**src/rtl/retire_trace_buffer.sv**
```systemverilog
// Retire trace FIFO: records one {pc, instr, wdata, regwrite, seq} per retired
// instruction and drains them to a debug reader over valid/ready.
module retire_trace_buffer #(
  parameter int unsigned DEPTH = 16,
  parameter int unsigned XLEN  = 64,
  parameter int unsigned ILEN  = 32,
  parameter int unsigned SEQW  = 32
) (
  input  logic                     clk,
  input  logic                     rst_n,
  input  logic                     clear,
  input  logic                     in_valid,
  input  logic [XLEN-1:0]          in_pc,
  input  logic [ILEN-1:0]          in_instr,
  input  logic [XLEN-1:0]          in_wdata,
  input  logic                     in_regwrite,
  output logic                     out_valid,
  input  logic                     out_ready,
  output logic [XLEN-1:0]          out_pc,
  output logic [ILEN-1:0]          out_instr,
  output logic [XLEN-1:0]          out_wdata,
  output logic                     out_regwrite,
  output logic [SEQW-1:0]          out_seq,
  output logic [$clog2(DEPTH):0]   count,
  output logic                     full,
  output logic                     empty,
  output logic [15:0]              overflow_cnt
);

  localparam int unsigned AW = $clog2(DEPTH);
  localparam int unsigned CW = AW + 1;
  localparam logic [CW-1:0] FULL_CNT = CW'(DEPTH);

  logic [XLEN-1:0] r_mem_pc    [DEPTH];
  logic [ILEN-1:0] r_mem_instr [DEPTH];
  logic [XLEN-1:0] r_mem_wdata [DEPTH];
  logic            r_mem_rw    [DEPTH];
  logic [SEQW-1:0] r_mem_seq   [DEPTH];

  logic [AW-1:0]   r_wr_ptr;
  logic [AW-1:0]   r_rd_ptr;
  logic [CW-1:0]   r_count;
  logic [SEQW-1:0] r_seq;
  logic [15:0]     r_ovf;

  logic w_full;
  logic w_empty;
  logic w_pop;
  logic w_push;
  logic w_drop;

  assign w_full  = (r_count == FULL_CNT);
  assign w_empty = (r_count == '0);
  assign w_pop   = !w_empty && out_ready;
  // A pop in the same cycle frees the slot, so a full FIFO still accepts.
  assign w_push  = in_valid && (!w_full || w_pop);
  assign w_drop  = in_valid && w_full && !w_pop;

  always_ff @(posedge clk) begin
    if (w_push && !clear) begin
      r_mem_pc[r_wr_ptr]    <= in_pc;
      r_mem_instr[r_wr_ptr] <= in_instr;
      r_mem_wdata[r_wr_ptr] <= in_wdata;
      r_mem_rw[r_wr_ptr]    <= in_regwrite;
      r_mem_seq[r_wr_ptr]   <= r_seq;
    end
  end

  always_ff @(posedge clk or negedge rst_n) begin
    if (!rst_n) begin
      r_wr_ptr <= '0;
      r_rd_ptr <= '0;
      r_count  <= '0;
      r_seq    <= '0;
      r_ovf    <= '0;
    end else if (clear) begin
      r_wr_ptr <= '0;
      r_rd_ptr <= '0;
      r_count  <= '0;
      r_seq    <= '0;
      r_ovf    <= '0;
    end else begin
      if (w_push) r_wr_ptr <= r_wr_ptr + AW'(1);
      if (w_pop)  r_rd_ptr <= r_rd_ptr + AW'(1);
      case ({w_push, w_pop})
        2'b10:   r_count <= r_count + CW'(1);
        2'b01:   r_count <= r_count - CW'(1);
        default: r_count <= r_count;
      endcase
      // Sequence advances even on drops so lost records appear as gaps.
      if (in_valid) r_seq <= r_seq + SEQW'(1);
      if (w_drop && (r_ovf != 16'hFFFF)) r_ovf <= r_ovf + 16'd1;
    end
  end

  always_comb begin
    out_pc       = '0;
    out_instr    = '0;
    out_wdata    = '0;
    out_regwrite = 1'b0;
    out_seq      = '0;
    if (!w_empty) begin
      out_pc       = r_mem_pc[r_rd_ptr];
      out_instr    = r_mem_instr[r_rd_ptr];
      out_wdata    = r_mem_wdata[r_rd_ptr];
      out_regwrite = r_mem_rw[r_rd_ptr];
      out_seq      = r_mem_seq[r_rd_ptr];
    end
  end

  assign out_valid    = !w_empty;
  assign count        = r_count;
  assign full         = w_full;
  assign empty        = w_empty;
  assign overflow_cnt = r_ovf;

endmodule

```
**config.mk**
```make
export PLATFORM = sky130hd
export DESIGN_NAME = retire_trace_buffer
export DESIGN_NICKNAME = d
export VERILOG_FILES = /design/src/rtl/retire_trace_buffer.sv
export SDC_FILE = /design/constraint.sdc
export NUM_CORES = 2
export LEC_CHECK = 0
export ABC_AREA = 0
export CAP_MARGIN = 0
export CELL_PAD_IN_SITES_DETAIL_PLACEMENT = 0
export CELL_PAD_IN_SITES_GLOBAL_PLACEMENT = 1
export CORE_MARGIN = 5
export CORE_UTILIZATION = 35
export CTS_BUF_LIST = sky130_fd_sc_hd__clkbuf_16
export CTS_CLUSTER_SIZE = 10
export DETAILED_ROUTE_END_ITERATION = 8
export HOLD_SLACK_MARGIN = 0.15
export PLACE_DENSITY_LB_ADDON = 0.05
export SETUP_SLACK_MARGIN = 0.1
export SYNTH_ARGS = -nofsm -noshare
export SYNTH_HDL_FRONTEND = slang
export SYNTH_SLANG_ARGS = --single-unit
```
**constraint.sdc**
```tcl
create_clock -name clk -period 23.5 [get_ports clk]
set_input_delay 5.875 -clock clk [delete_from_list [all_inputs] [get_ports clk]]
set_output_delay 5.875 -clock clk [all_outputs]
set_load 0.01 [all_outputs]
```
## After elaboration in Yosys (flattened, before gate mapping)

Memory sizes are Yosys's and may differ from the RTL's.
Cells that the tools add are included.

- Output and inout bits: 217
- Memories kept: 5
- Register bits: 61
- RAM bits: 3,088
- Bits of input ports: 166
- Word-level logic and storage cells: 54

Memory list:

| memory | depth | width | read ports | clocked after Yosys merged registers in | wr ports | line | source |
|---|---|---|---|---|---|---|---|
| r_mem_pc | 16 | 64 | 1 | 0 | 1 | 34 | `logic [XLEN-1:0] r_mem_pc [DEPTH];` |
| r_mem_wdata | 16 | 64 | 1 | 0 | 1 | 36 | `logic [XLEN-1:0] r_mem_wdata [DEPTH];` |
| r_mem_instr | 16 | 32 | 1 | 0 | 1 | 35 | `logic [ILEN-1:0] r_mem_instr [DEPTH];` |
| r_mem_seq | 16 | 32 | 1 | 0 | 1 | 38 | `logic [SEQW-1:0] r_mem_seq [DEPTH];` |
| r_mem_rw | 16 | 1 | 1 | 0 | 1 | 37 | `logic r_mem_rw [DEPTH];` |

- Reduce and logical (&&, ||, !) cells: 17
- $add $sub $neg: 6
- Equal/unequal tests: 4
- Mux-type cells: 17

Operator list:

| operator | count |
|---|---|
| $mux W32 | 4 |
| $mux W64 | 2 |
| $add A32 B1 Y32 const B | 1 |
| $mux W16 | 2 |
| $add A16 B1 Y16 const B | 1 |
| $mux W4 | 4 |
| $ne A16 B16 Y1 const B | 1 |
| $pmux W5 S2 | 1 |
| $add A4 B1 Y4 const B | 2 |
| $reduce_bool A2 Y1 | 4 |
| $logic_and A1 B1 Y1 | 6 |
| $add A5 B1 Y5 const B | 1 |
| $eq A5 B5 Y1 const B | 1 |
| $logic_not A5 Y1 | 1 |
| $mux W5 | 1 |
| $sub A5 B1 Y5 const B | 1 |
| $logic_not A1 Y1 | 4 |
| $mux W1 | 3 |
| $reduce_bool A3 Y1 | 1 |
| $eq A2 B1 Y1 const B | 1 |
| $eq A2 B2 Y1 const B | 1 |
| $logic_or A1 B1 Y1 | 1 |

## Depth between registers and ports, before layout

- Word-level depth: 8
- Gate-level depth with buffers: 9
- Depth with buffers taken out: 8

## Worst setup path after synthesis

Ideal clock, no wire load.

- Kind: input -> register
- Start: in in_valid
- End: mem r_mem_instr[3][0] (enable)
- Path slack: 2.609 ns
- Library setup time: 0.982 ns
- Cell stages on the path: 5
- Buffers on the path: 1
- Arrival: 19.909 ns
- Data required time: 22.518 ns
- Cell sequence: buf_1 inv_1 a311oi_1 nand2_1 nor3_1

- Longest elaborated chain between the ends: 4

RTL lines:

| what | line | source |
|---|---|---|
| start, declared | 12 | `input logic in_valid,` |
| $logic_and A1 B1 Y1 | 56 | `assign w_push = in_valid && (!w_full \|\| w_pop);` |
| $logic_and A1 B1 Y1 | 60 | `if (w_push && !clear) begin` |
| $mux W1 | 60 |  |
| $mux W1 (not written as such) | 62 | `r_mem_instr[r_wr_ptr] <= in_instr;` |
| end, declared | 35 |  |

Every way passes these cells.

## Worst setup path after layout

- Start: reg r_rd_ptr[0]
- End: out out_instr[16]

- Longest elaborated chain between the ends: 2

RTL lines:

| what | line | source |
|---|---|---|
| start, declared | 41 | `logic [AW-1:0] r_rd_ptr;` |
| start signal, assigned | 84 | `if (w_pop) r_rd_ptr <= r_rd_ptr + AW'(1);` |
| $mem_v2 Z16 W32 | -- |  |
| $mux W32 | 102 | `if (!w_empty) begin` |
| end, declared | 20 | `output logic [ILEN-1:0] out_instr,` |

Every way passes these cells.

==> results.yml <==
status:
  status: "complete, no violations"
clocking:
  numCtsBuffers: 367
  htree_levels: 5
  cts_resized: 0
  cts_sinks: 3149
  postCtsSetupBuffers: 0
  cts.path.max_buffers: 4
  cts_tree: "yes"
  clock_latency_ns: 0.90
  clk_pin_slew_worst_paths_ns: 0.05
  hold_buffers: 0
  root_buffer: "clkbuf_16"
die:
  die_h_um: 596
  start_util_pct: 35.1
  io_pins: 383
  core_area_mm2: 0.342
  dieArea_mm2: 0.355
  row_count: 215
  die_w_um: 596
pwr:
  p_leak_nw: 42.0
  seqPwrFrac_pct: 43.3
  internal_power_mw: 10.6
  clockPowerShare_pct: 34.8
  power_density_mw_per_mm2: 103
  peakVddDrop_uv: 172
  sw_frac_of_total_pct: 27.0
  p_sw_mw: 3.91
  pwr-share-comb_pct: 21.8
logic_synthesis:
  ys.flop_type: "edfxtp_1"
  synth_cell_type_count: 56
  yosys_warnings: 0
  synth_edf_count: 3088
  yosysSeqAreaShare_pct: 78.5
  synth.ff_latch_count: 3149
  syn_inst: 5102
  syn_area_per_cell_um2: 23.5
  syn_area_mm2: 0.120
  synth_nets: 5279
  ys_async_sr_fraction_pct: 1.94
min_path:
  worstHoldPathType: "register to register"
global_route:
  grt_use_met1_pct: 25.5
  grt_pass1_wl_mm: 460
  use_met3_pct: 3.47
  grt-busiest-layer: "met2"
  gr-total-overflow: 0
  use_met2_pct: 29.2
  grt_max_degree: 106
  antenna_found_initial: 58
  grt_pass1_vias: 59953
  grt_use_total_pct: 18.0
sta:
  setup-violations-final: 0
  fin_skew_ns: 0.0351
  setup_tns_ns: 0
  timing.final.crit_share_pct: 53.7
  finalWorstSetupSlack_ns: 10.88
  tightest_slew_ns: 1.21
  maxSlewHeadroom_pct: 19.3
  grt_setup_unrepaired: "no"
  hold_violations: 0
  slew_violations: 0
  fmax_mhz: 79.3
  period_needed_ns: 12.62
placement:
  hpwl_mm: 163
  pre_cts_ws_ns: 11.52
  io_buffers: 382
  placed_cell_area_mm2: 0.130
  gp_congestion: 0.692
finish:
  design_area_mm2: 0.140
  area_growth_pct: 16.6
  final_cell_mix: "edfxtp_1, mux4_2, mux2i_1, clkdlybuf4s50_1, clkbuf_16"
  finalNetCount: 5877
  layout_commonest_cell: "edfxtp_1"
  drive_above_1_share_pct: 23.0
critical_path:
  critical_path_class: "register to primary output"
  critPathCaptureType: "primary output"
  worstSetupStartpointType: "register"
  worstPathCellList: "buf_12 -> buf_12 -> buf_4 -> buf_4 -> mux4_2 -> mux2i_1 -> o22ai_1 -> clkdlybuf4s50_1"
  cp.arrival_ns: 6.74
  cp.required_ns: 17.62
  critical-path-top-delay-family: "buffers and inverters"
  max_stage_delay_ns: 0.90
  worst-path-buf-inv: 5
  crit_path_max_fanout: 95
  cpMaxStageDelayCell: "buf_4"
routing:
  drt_iter0_markers: 3827
  drc: 0
  drtPass1Iterations: 5
  detail_route.wl_per_cell_um: 31.1
  num_vias: 55645
  ant_nets: 0
  wl_mm: 324
  via_per_inst: 5.34
flow_run:
  maxCapViolCount: 0
power groups by stage:
stage / clock network, mW / registers (mW) / logic (mW)
2_1_floorplan: 0 / 6.38 / 1.87
3_3_place_gp: 0 / 6.38 / 3.29
3_5_place_dp: 0 / 6.38 / 3.27
4_1_cts: 5.22 / 6.27 / 3.29
5_1_grt: 5.46 / 6.27 / 3.40
6_report: 5.03 / 6.27 / 3.16
Yosys cell counts, types with 4 or more instances:
cell	number	area share [%]
a211oi_1	5	0.031
mux4_2	772	14
dfrtp_1	61	1.3
or2_2	4	0.021
and3_1	4	0.021
ha_1	10	0.10
o31ai_1	16	0.10
edfxtp_1	3088	77
o21ai_0	10	0.042
nand4_1	13	0.068
nor3_1	5	0.021
or4_1	19	0.12
clkbuf_1	145	0.45
mux2i_1	390	3.3
inv_1	16	0.050
buf_4	12	0.075
nand3_1	17	0.071
or3_1	7	0.036
nor2_1	47	0.15
a21oi_1	28	0.12
o22ai_1	193	1.0
nor2b_1	12	0.063
nor4_1	9	0.047
xnor2_1	5	0.036
xor2_1	11	0.080
buf_2	110	0.46
buf_1	11	0.034
and4_1	4	0.029
mux2_2	12	0.11
and2_1	6	0.031
nand2_1	25	0.078
layer usage:
metal,wire (um),share of wire [%]
met5,225,0.069
met4,5850,1.8
met3,16400,5.0
met2,155000,48
met1,146000,45
final cells by class:
type                       count  area, um^2
fill                       30047      202000
antenna                        7        17.5
tap                         4557        5700
timing repair buffer         509        4980
clock buffer                 374        9360
sequential                  3149       94300
inverter                      16        60.1
clock inverter               151         967
multi-input combinational   1657       24600
flip-flops by register name, summed over array words and instances, names as in the netlist, 5 cells and up:
register / count
r_seq: 32
r_mem_pc: 1024
r_mem_seq: 512
overflow_cnt: 16
r_mem_wdata: 1024
r_mem_rw: 16
count: 5
r_mem_instr: 512
cells by family (layout without fill, tap and decap cells):
group / after synthesis / in the layout / synth area share [%]
buffers and inverters: 296 / 1050 / 1.09
and+or+nand+nor: 182 / 182 / 0.831
other: 0 / 7 / 0
adders and majority gates: 11 / 11 / 0.121
xor gates and xnor gates: 16 / 16 / 0.117
DFF: 3149 / 3149 / 78.5
AOI/OAI and AO/OA: 274 / 274 / 1.46
muxes: 1174 / 1174 / 17.9
path summary, 6_finish.rpt:
check | slack, ns | cells after the start | end | startpoint
setup / recovery | 10.88 | 8 | out_instr[16] | r_rd_ptr[0]
hold / removal | 0.61 | 2 | overflow_cnt[1] | overflow_cnt[1]
setup reg to reg | 18.30 | 7 | r_mem_instr[11][21] | count[0]
min in group asynchronous | 5.07 | 1 | overflow_cnt[15] | rst_n
max in group asynchronous | 17.67 | 1 | r_rd_ptr[2] | rst_n
hold reg to reg | 0.61 | 2 | overflow_cnt[1] | overflow_cnt[1]
stage by stage:
stage	hold slack (ns)	utilization, %	instances	power (mW)
floorplan	0.520	-	5102	8.25
global placement	0.590	37.9	9888	9.67
detailed placement	0.606	37.9	9888	9.66
CTS	0.615	40.9	10413	14.8
global route	0.639	40.9	10415	15.1
finish	0.606	40.9	10420	14.5
worst reg2reg max path, cell delays in order (launching register included):
cell and delay [ns]:
dfrtp_1 0.52, nor4_4 0.14, a311oi_1 0.55, nand2_1 0.38
nor2_4 0.95, buf_4 0.66, buf_4 0.75, buf_4 0.84
(Power assumes the default switching activity.)
